==> src/rtl/mac_ctrl_pkg.sv <==
// Shared types for the MAC job sequencer: operand/accumulator widths,
// sequencer state encoding and the operand-pair record held in the FIFO.
package mac_ctrl_pkg;

  localparam int OPW  = 16;
  localparam int ACCW = 32;

  typedef enum logic [2:0] {
    IDLE,
    CLEAR,
    ISSUE,
    WAIT,
    RESULT
  } state_t;

  typedef struct packed {
    logic signed [OPW-1:0] a;
    logic signed [OPW-1:0] b;
  } pair_t;

endpackage

==> src/rtl/mac_job_seq_if.sv <==
// Bundle of job, operand, MAC-side and result signals of the job sequencer.
// slave = sequencer view, master = controller/MAC environment view.
interface mac_job_seq_if #(
  parameter int LEN_W = 8
);
  import mac_ctrl_pkg::*;

  logic                     job_start;
  logic [LEN_W-1:0]         job_len;
  logic                     job_busy;
  logic                     in_valid;
  logic                     in_ready;
  logic signed [OPW-1:0]    in_a;
  logic signed [OPW-1:0]    in_b;
  logic                     mac_clr;
  logic                     mac_valid;
  logic signed [OPW-1:0]    mac_a;
  logic signed [OPW-1:0]    mac_b;
  logic signed [ACCW-1:0]   mac_y;
  logic                     mac_done;
  logic                     res_valid;
  logic                     res_ready;
  logic signed [ACCW-1:0]   res_y;
  logic [LEN_W-1:0]         res_count;
  logic                     timeout_err;

  modport slave (
    input  job_start, job_len, in_valid, in_a, in_b, mac_y, mac_done, res_ready,
    output job_busy, in_ready, mac_clr, mac_valid, mac_a, mac_b,
           res_valid, res_y, res_count, timeout_err
  );

  modport master (
    output job_start, job_len, in_valid, in_a, in_b, mac_y, mac_done, res_ready,
    input  job_busy, in_ready, mac_clr, mac_valid, mac_a, mac_b,
           res_valid, res_y, res_count, timeout_err
  );

endinterface

==> src/rtl/mac_op_fifo.sv <==
// Synchronous FIFO of operand pairs with registered full/empty flags.
// Head entry is visible combinationally from the storage array.
module mac_op_fifo
  import mac_ctrl_pkg::*;
#(
  parameter int DEPTH = 4
) (
  input  logic  clk,
  input  logic  reset,
  input  logic  push,
  input  logic  pop,
  input  pair_t din,
  output pair_t head,
  output logic  full,
  output logic  empty
);

  localparam int AW = $clog2(DEPTH);
  localparam int CW = AW + 1;

  if (DEPTH < 2 || (DEPTH & (DEPTH - 1)) != 0) begin : g_depth_check
    $error("mac_op_fifo: DEPTH must be a power of two >= 2");
  end

  pair_t          mem [DEPTH];
  logic [AW-1:0]  wr_q;
  logic [AW-1:0]  rd_q;
  logic [CW-1:0]  cnt_q;
  logic [CW-1:0]  cnt_n;

  always_comb begin
    cnt_n = cnt_q;
    case ({push, pop})
      2'b10:   cnt_n = cnt_q + 1'b1;
      2'b01:   cnt_n = cnt_q - 1'b1;
      default: cnt_n = cnt_q;
    endcase
  end

  // Pointers wrap naturally since DEPTH is a power of two.
  always_ff @(posedge clk) begin
    if (reset) begin
      wr_q  <= '0;
      rd_q  <= '0;
      cnt_q <= '0;
      full  <= 1'b0;
      empty <= 1'b1;
    end else begin
      if (push) wr_q <= wr_q + 1'b1;
      if (pop)  rd_q <= rd_q + 1'b1;
      cnt_q <= cnt_n;
      full  <= (cnt_n == CW'(DEPTH));
      empty <= (cnt_n == '0);
    end
  end

  always_ff @(posedge clk) begin
    if (push) mem[wr_q] <= din;
  end

  assign head = mem[rd_q];

endmodule

==> src/rtl/mac_job_seq.sv <==
// Job sequencer: buffers operand pairs, clears the MAC, issues one pair per
// transaction and returns the final sum. Optional watchdog: MAC_TIMEOUT_EN.
module mac_job_seq
  import mac_ctrl_pkg::*;
#(
  parameter int DEPTH   = 4,
  parameter int LEN_W   = 8,
  parameter int TIMEOUT = 64
) (
  input  logic          clk,
  input  logic          reset,
  mac_job_seq_if.slave  bus
);

  if (TIMEOUT < 1) begin : g_timeout_check
    $error("mac_job_seq: TIMEOUT must be >= 1");
  end

  state_t                  state;
  state_t                  state_n;
  pair_t                   din;
  pair_t                   head;
  logic                    fifo_full;
  logic                    fifo_empty;
  logic                    push;
  logic                    pop;
  logic                    stg_ok;
  logic signed [OPW-1:0]   mac_a_q;
  logic signed [OPW-1:0]   mac_b_q;
  logic                    mac_clr_q;
  logic                    res_valid_q;
  logic signed [ACCW-1:0]  res_y_q;
  logic [LEN_W-1:0]        len_q;
  logic [LEN_W-1:0]        cnt_q;
  logic [LEN_W-1:0]        cnt_inc;
  logic                    terr_q;
  logic                    wd_hit;
  logic                    fire;

  assign din.a   = bus.in_a;
  assign din.b   = bus.in_b;
  assign push    = bus.in_valid && !fifo_full;
  assign cnt_inc = cnt_q + 1'b1;

  mac_op_fifo #(
    .DEPTH (DEPTH)
  ) u_fifo (
    .clk   (clk),
    .reset (reset),
    .push  (push),
    .pop   (pop),
    .din   (din),
    .head  (head),
    .full  (fifo_full),
    .empty (fifo_empty)
  );

  always_ff @(posedge clk) begin
    if (reset) state <= IDLE;
    else       state <= state_n;
  end

  always_comb begin
    state_n = state;
    pop     = 1'b0;
    fire    = 1'b0;
    case (state)
      IDLE: begin
        if (bus.job_start) state_n = (bus.job_len == '0) ? RESULT : CLEAR;
      end
      CLEAR: state_n = ISSUE;
      ISSUE: begin
        if (stg_ok) begin
          pop     = 1'b1;
          state_n = WAIT;
        end
      end
      WAIT: begin
        if (bus.mac_done) begin
          state_n = (cnt_inc == len_q) ? RESULT : ISSUE;
        end else if (wd_hit) begin
          fire    = 1'b1;
          state_n = RESULT;
        end
      end
      RESULT: begin
        if (bus.res_ready) state_n = IDLE;
      end
      default: state_n = IDLE;
    endcase
  end

  // Head is copied into the launch register ahead of time so the operands are
  // already registered in the launch cycle; stg_ok marks that copy as current.
  always_ff @(posedge clk) begin
    if (reset) begin
      stg_ok  <= 1'b0;
      mac_a_q <= '0;
      mac_b_q <= '0;
    end else if (state_n == WAIT) begin
      stg_ok  <= 1'b0;
    end else if (!fifo_empty) begin
      stg_ok  <= 1'b1;
      mac_a_q <= head.a;
      mac_b_q <= head.b;
    end else begin
      stg_ok  <= 1'b0;
    end
  end

  always_ff @(posedge clk) begin
    if (reset) begin
      mac_clr_q   <= 1'b0;
      res_valid_q <= 1'b0;
      res_y_q     <= '0;
      len_q       <= '0;
      cnt_q       <= '0;
      terr_q      <= 1'b0;
    end else begin
      mac_clr_q   <= (state_n == CLEAR) || fire;
      res_valid_q <= (state_n == RESULT);
      if (state == IDLE && bus.job_start) begin
        len_q   <= bus.job_len;
        cnt_q   <= '0;
        res_y_q <= '0;
        terr_q  <= 1'b0;
      end else if (state == WAIT && bus.mac_done) begin
        res_y_q <= bus.mac_y;
        cnt_q   <= cnt_inc;
      end else if (fire) begin
        terr_q  <= 1'b1;
      end
    end
  end

`ifdef MAC_TIMEOUT_EN
  localparam int TW = $clog2(TIMEOUT + 1);
  logic [TW-1:0] wd_q;

  // Watchdog restarts on every launch and only advances while waiting.
  always_ff @(posedge clk) begin
    if (reset)              wd_q <= '0;
    else if (pop)           wd_q <= '0;
    else if (state == WAIT) wd_q <= wd_q + 1'b1;
  end

  assign wd_hit = (state == WAIT) && (wd_q == TW'(TIMEOUT - 1));
`else
  assign wd_hit = 1'b0;
`endif

  assign bus.job_busy    = (state != IDLE);
  assign bus.in_ready    = !fifo_full;
  assign bus.mac_clr     = mac_clr_q;
  assign bus.mac_valid   = pop;
  assign bus.mac_a       = mac_a_q;
  assign bus.mac_b       = mac_b_q;
  assign bus.res_valid   = res_valid_q;
  assign bus.res_y       = res_y_q;
  assign bus.res_count   = cnt_q;
  assign bus.timeout_err = terr_q;

endmodule

==> src/flat_wrapper.sv <==
// flat-port wrapper written by rule: the top's interface ports become plain ports
module mac_job_seq_flat import mac_ctrl_pkg::*;
#(
  parameter int DEPTH   = 4,
  parameter int LEN_W   = 8,
  parameter int TIMEOUT = 64
)
  (clk, reset, bus_job_start, bus_job_len, bus_in_valid, bus_in_a, bus_in_b, bus_mac_y, bus_mac_done, bus_res_ready, bus_job_busy, bus_in_ready, bus_mac_clr, bus_mac_valid, bus_mac_a, bus_mac_b, bus_res_valid, bus_res_y, bus_res_count, bus_timeout_err);
  mac_job_seq_if #(.LEN_W(LEN_W)) bus_i ();
  input  logic clk;
  input  logic reset;
  input wire logic [$bits(bus_i.job_start)-1:0] bus_job_start;
  input wire logic [$bits(bus_i.job_len)-1:0] bus_job_len;
  input wire logic [$bits(bus_i.in_valid)-1:0] bus_in_valid;
  input wire logic [$bits(bus_i.in_a)-1:0] bus_in_a;
  input wire logic [$bits(bus_i.in_b)-1:0] bus_in_b;
  input wire logic [$bits(bus_i.mac_y)-1:0] bus_mac_y;
  input wire logic [$bits(bus_i.mac_done)-1:0] bus_mac_done;
  input wire logic [$bits(bus_i.res_ready)-1:0] bus_res_ready;
  output wire logic [$bits(bus_i.job_busy)-1:0] bus_job_busy;
  output wire logic [$bits(bus_i.in_ready)-1:0] bus_in_ready;
  output wire logic [$bits(bus_i.mac_clr)-1:0] bus_mac_clr;
  output wire logic [$bits(bus_i.mac_valid)-1:0] bus_mac_valid;
  output wire logic [$bits(bus_i.mac_a)-1:0] bus_mac_a;
  output wire logic [$bits(bus_i.mac_b)-1:0] bus_mac_b;
  output wire logic [$bits(bus_i.res_valid)-1:0] bus_res_valid;
  output wire logic [$bits(bus_i.res_y)-1:0] bus_res_y;
  output wire logic [$bits(bus_i.res_count)-1:0] bus_res_count;
  output wire logic [$bits(bus_i.timeout_err)-1:0] bus_timeout_err;
  assign bus_i.job_start = bus_job_start;
  assign bus_i.job_len = bus_job_len;
  assign bus_i.in_valid = bus_in_valid;
  assign bus_i.in_a = bus_in_a;
  assign bus_i.in_b = bus_in_b;
  assign bus_i.mac_y = bus_mac_y;
  assign bus_i.mac_done = bus_mac_done;
  assign bus_i.res_ready = bus_res_ready;
  assign bus_job_busy = bus_i.job_busy;
  assign bus_in_ready = bus_i.in_ready;
  assign bus_mac_clr = bus_i.mac_clr;
  assign bus_mac_valid = bus_i.mac_valid;
  assign bus_mac_a = bus_i.mac_a;
  assign bus_mac_b = bus_i.mac_b;
  assign bus_res_valid = bus_i.res_valid;
  assign bus_res_y = bus_i.res_y;
  assign bus_res_count = bus_i.res_count;
  assign bus_timeout_err = bus_i.timeout_err;
  mac_job_seq #(.DEPTH(DEPTH), .LEN_W(LEN_W), .TIMEOUT(TIMEOUT)) u_core (.clk(clk), .reset(reset), .bus(bus_i));
endmodule
==> config.mk <==
export PLATFORM = sky130hd
export DESIGN_NAME = mac_job_seq_flat
export DESIGN_NICKNAME = d
export VERILOG_FILES = /design/src/rtl/mac_ctrl_pkg.sv /design/src/rtl/mac_job_seq_if.sv /design/src/rtl/mac_op_fifo.sv /design/src/rtl/mac_job_seq.sv /design/src/flat_wrapper.sv
export SDC_FILE = /design/constraint.sdc
export NUM_CORES = 1
export LEC_CHECK = 0
export ABC_AREA = 1
export CAP_MARGIN = 20
export CORE_ASPECT_RATIO = 2
export CORE_MARGIN = 4
export CORE_UTILIZATION = 40
export DETAILED_ROUTE_END_ITERATION = 8
export GPL_TIMING_DRIVEN = 0
export PLACE_DENSITY = 0.7
export SYNTH_ARGS = -nofsm -noshare
export SYNTH_HDL_FRONTEND = slang
export SYNTH_SLANG_ARGS = --single-unit
==> constraint.sdc <==
create_clock -name clk -period 3.4 [get_ports clk]
set_input_delay 0.34 -clock clk [delete_from_list [all_inputs] [get_ports clk]]
set_output_delay 0.34 -clock clk [all_outputs]
set_load 0.05 [all_outputs]
==> results.md <==
* Starting Density at 0.405
* Avg Cell Area, Syn at 10.6 sq um
* CTS Hold Bufs at 0
* Final instance area at about 11000 sq um
* Crit end category: output pin
* Post_cts resized at 0
* RSZ-0062 raised after global routing: false
* DR DRC count at 0
* Net Count, Synth at roughly 890
* Post-synth EDFFs at 128
* Clk sinks at 223
* Root Buffer: clkbuf_16
* Clock power frac at 0.367
* Num CTS Buffers at 20
* Clock latency on the worst-skew pair at 0.50 ns
* NetSw at 1.56 mW
* First DRT Iteration DRCs at 350
* Row count at 75
* Internal power at 4.62 mW
* Sw Ratio at 0.253
* Dpl cells at 1228
* Ant diodes at 0
* Routed Antenna Nets at 0
* Clk pin slew, worst setup/hold paths at 0.07 ns
* Hold Path Class: in2reg
* Final #Nets at 1066
* Crit Path Category: reg2out
* CP Launch Type: register
* Tcrit/Tclk final at 0.760
* Chip Height at approximately 210 um
* Synth-to-layout area growth at 31.3%
* DIE WIDTH at 111 um
* Largest net degree at the start of global routing at 27
* Longest Clk Path Bufs at 3
* Comb pwr share at 0.138
* Max Clock Skew at 0.0139 ns
* Worst Tran Pin Value at slightly above 0.7 ns
* First-pass GRT wire length at around 35000 um
* Sequential power share at 0.496
* Post-place instance area at between 10000 and 15000 sq um
* HPWL after DPL at 16200 um
* IO Port Bufs at 154
* CP peak stage delay at 0.84 ns
* Lkg Pwr at 3.97 nW
* CP cell instances: nor3b_1 > nand2_1 > inv_1 > clkdlybuf4s50_1
* Synthesized area at roughly 8500 sq um
* Yosys reg bits at 223
* Vias in the first global route at 6580
* YS warnings at 0
* Initial antenna violation count at 0
* Total grt overflow at 0
* Rel. slew slack at 0.531
* DR WL/cell at 17.5 um
* Die footprint at ~24000 sq um
* Fmax at 387 MHz
* Status: finished, final reports clean
* CP max FO at 5
* Min Tclk post-route at 2.58 ns
* Vias at 6416
* VDD IR max at around 0.56 mV
* Top-area cell type share of the netlist area at 0.451
* # setup viols final at 0
* Layout cells sized above 1 at 0.0754
* Post-CTS setup buffer count at 0
* Critical Path RT at around 3.1 ns
* Post-Layout Cell Count at 1264
* Ys async rst share at 0
* Crit path arrival time at 2.24 ns
* Leading cell type in the layout, fill and taps excluded: nand2_1
* Drt total wl at 22100 um
* Tot GR Track Use at 0.181
* Final hold viol count at 0
* Syn Inst Count at 801
* Synth unique cells at 35
* Top cells by area, synth: edfxtp_1, dfxtp_1, nand2_1, a21oi_1, o21ai_0
* Core area at 21000 sq um
* Worst path slowest cell: clkdlybuf4s50_1
* Clock H-tree levels at 1
* Post-synth top area cell: edfxtp_1
* Most frequent cells in the layout: nand2_1, clkdlybuf4s50_1, edfxtp_1
* DRT Pass-1 Iters at 5
* Slew Limit Fails at 0
* Synth Flop Type: edfxtp_1
* # fillers at 1874
* Seq/Total Area, Yosys at 0.674
* Pwr Density at 553 nW/um^2
* Routability cong. at 0.875
* I/O Pins at 156
* CTS tree: done
* Max-Cap Viols at 0
* Via density at 5.08
## synth_stat cells (all sizes together), types with 2 or more instances
cell type,count
ha,6
a31oi,2
o21a,2
edfxtp,128
o211ai,2
nor2,57
clkbuf,21
o21ai,76
nand3,21
a32o,18
inv,38
buf,24
xnor2,2
o22ai,15
nor4,2
xor2,3
a21oi,98
dfxtp,95
nand2,183
## final timing paths
kind	from	to	slack, ns	cells after the start
setup / recovery	u_core.state[2]	bus_mac_valid	0.82	4
hold / removal	bus_mac_y[5]	u_core.bus.res_y[5]	0.41	3
setup reg to reg	u_core.state[2]	u_core.u_fifo.full	1.14	11
hold reg to reg	u_core.bus.res_y[11]	u_core.bus.res_y[11]	0.46	2
## routing by layer
| layer | track usage | up-vias | wire length (um) |
|---|---|---|---|
| met4 | 0.0682 | 0 | 604 |
| met2 | 0.370 | 209 | 12600 |
| li1 | - | 3150 | - |
| met3 | 0.0243 | 39 | 1030 |
| met5 | 0 | - | 0 |
| met1 | 0.178 | 3018 | 7850 |
## area by class of cell
| cell class | instances | area, sq um | area share |
|---|---|---|---|
| plain buffers | 45 | 203 | 0.0181 |
| inverters | 39 | 146 | 0.0131 |
| well taps | 269 | 337 | 0.0301 |
| repair buffers | 158 | 1640 | 0.146 |
| clock inverters | 9 | 103 | 0.00917 |
| clock buffers | 27 | 558 | 0.0499 |
| multi-input cells | 494 | 2460 | 0.220 |
| flip-flops and latches | 223 | 5750 | 0.514 |
## power by group through the flow
| stage | Clock (mW) | Combinational, mW | Sequential, mW |
|---|---|---|---|
| after floorplan | 0 | 0.287 | 3.32 |
| after global placement | 0 | 0.827 | 3.13 |
| after detailed placement | 0 | 0.857 | 3.12 |
| after CTS | 2.31 | 0.863 | 3.06 |
| after global routing | 2.41 | 0.918 | 3.08 |
| final | 2.27 | 0.851 | 3.06 |
## metrics by stage
step	TNS, ns	power (mW)	utilization	setup WS, ns	hold WS [ns]
floorplan	0	3.60	-	0.710	0.409
global placement	-67.78	3.95	0.495	-0.542	0.451
detailed placement	0	3.98	0.501	0.804	0.456
CTS	0	6.24	0.532	0.774	0.389
global route	0	6.40	0.532	0.733	0.405
finish	0	6.18	0.532	0.817	0.407
## kinds of logic after synthesis
| group | after synthesis | synth area share |
|---|---|---|
| AND/OR/NAND/NOR | 265 | 0.126 |
| flip-flops | 223 | 0.674 |
| AO/OA/AOI/OAI | 216 | 0.142 |
| buffers and inverters | 84 | 0.0410 |
| adder cells (fa/ha/maj) | 7 | 0.0112 |
| XOR/XNOR | 5 | 0.00514 |
| other | 1 | 0.000440 |
## worst max-delay path: cells and delay by family, from the launching register on
| kind | cells | cell delay [ns] |
|---|---|---|
| simple gates | 2 | 0.37 |
| flops | 1 | 0.36 |
| buf+inv | 2 | 1.02 |
## state kept, by name, indices dropped and copies added, names as in the netlist
signal and cells:
u_core.u_fifo.wr_q 2, u_core.state 3, u_core.u_fifo.cnt_q 3, u_core.u_fifo.rd_q 2, u_core.bus.res_valid 1, u_core.len_q 8, u_core.bus.mac_clr 1, u_core.bus.mac_b 16
u_core.stg_ok 1, u_core.bus.res_y 32, u_core.u_fifo.empty 1, u_core.bus.mac_a 16, u_core.bus.res_count 8, u_core.u_fifo.full 1, u_core.u_fifo.mem 128
No activity file was read; power rests on OpenSTA's default activity.
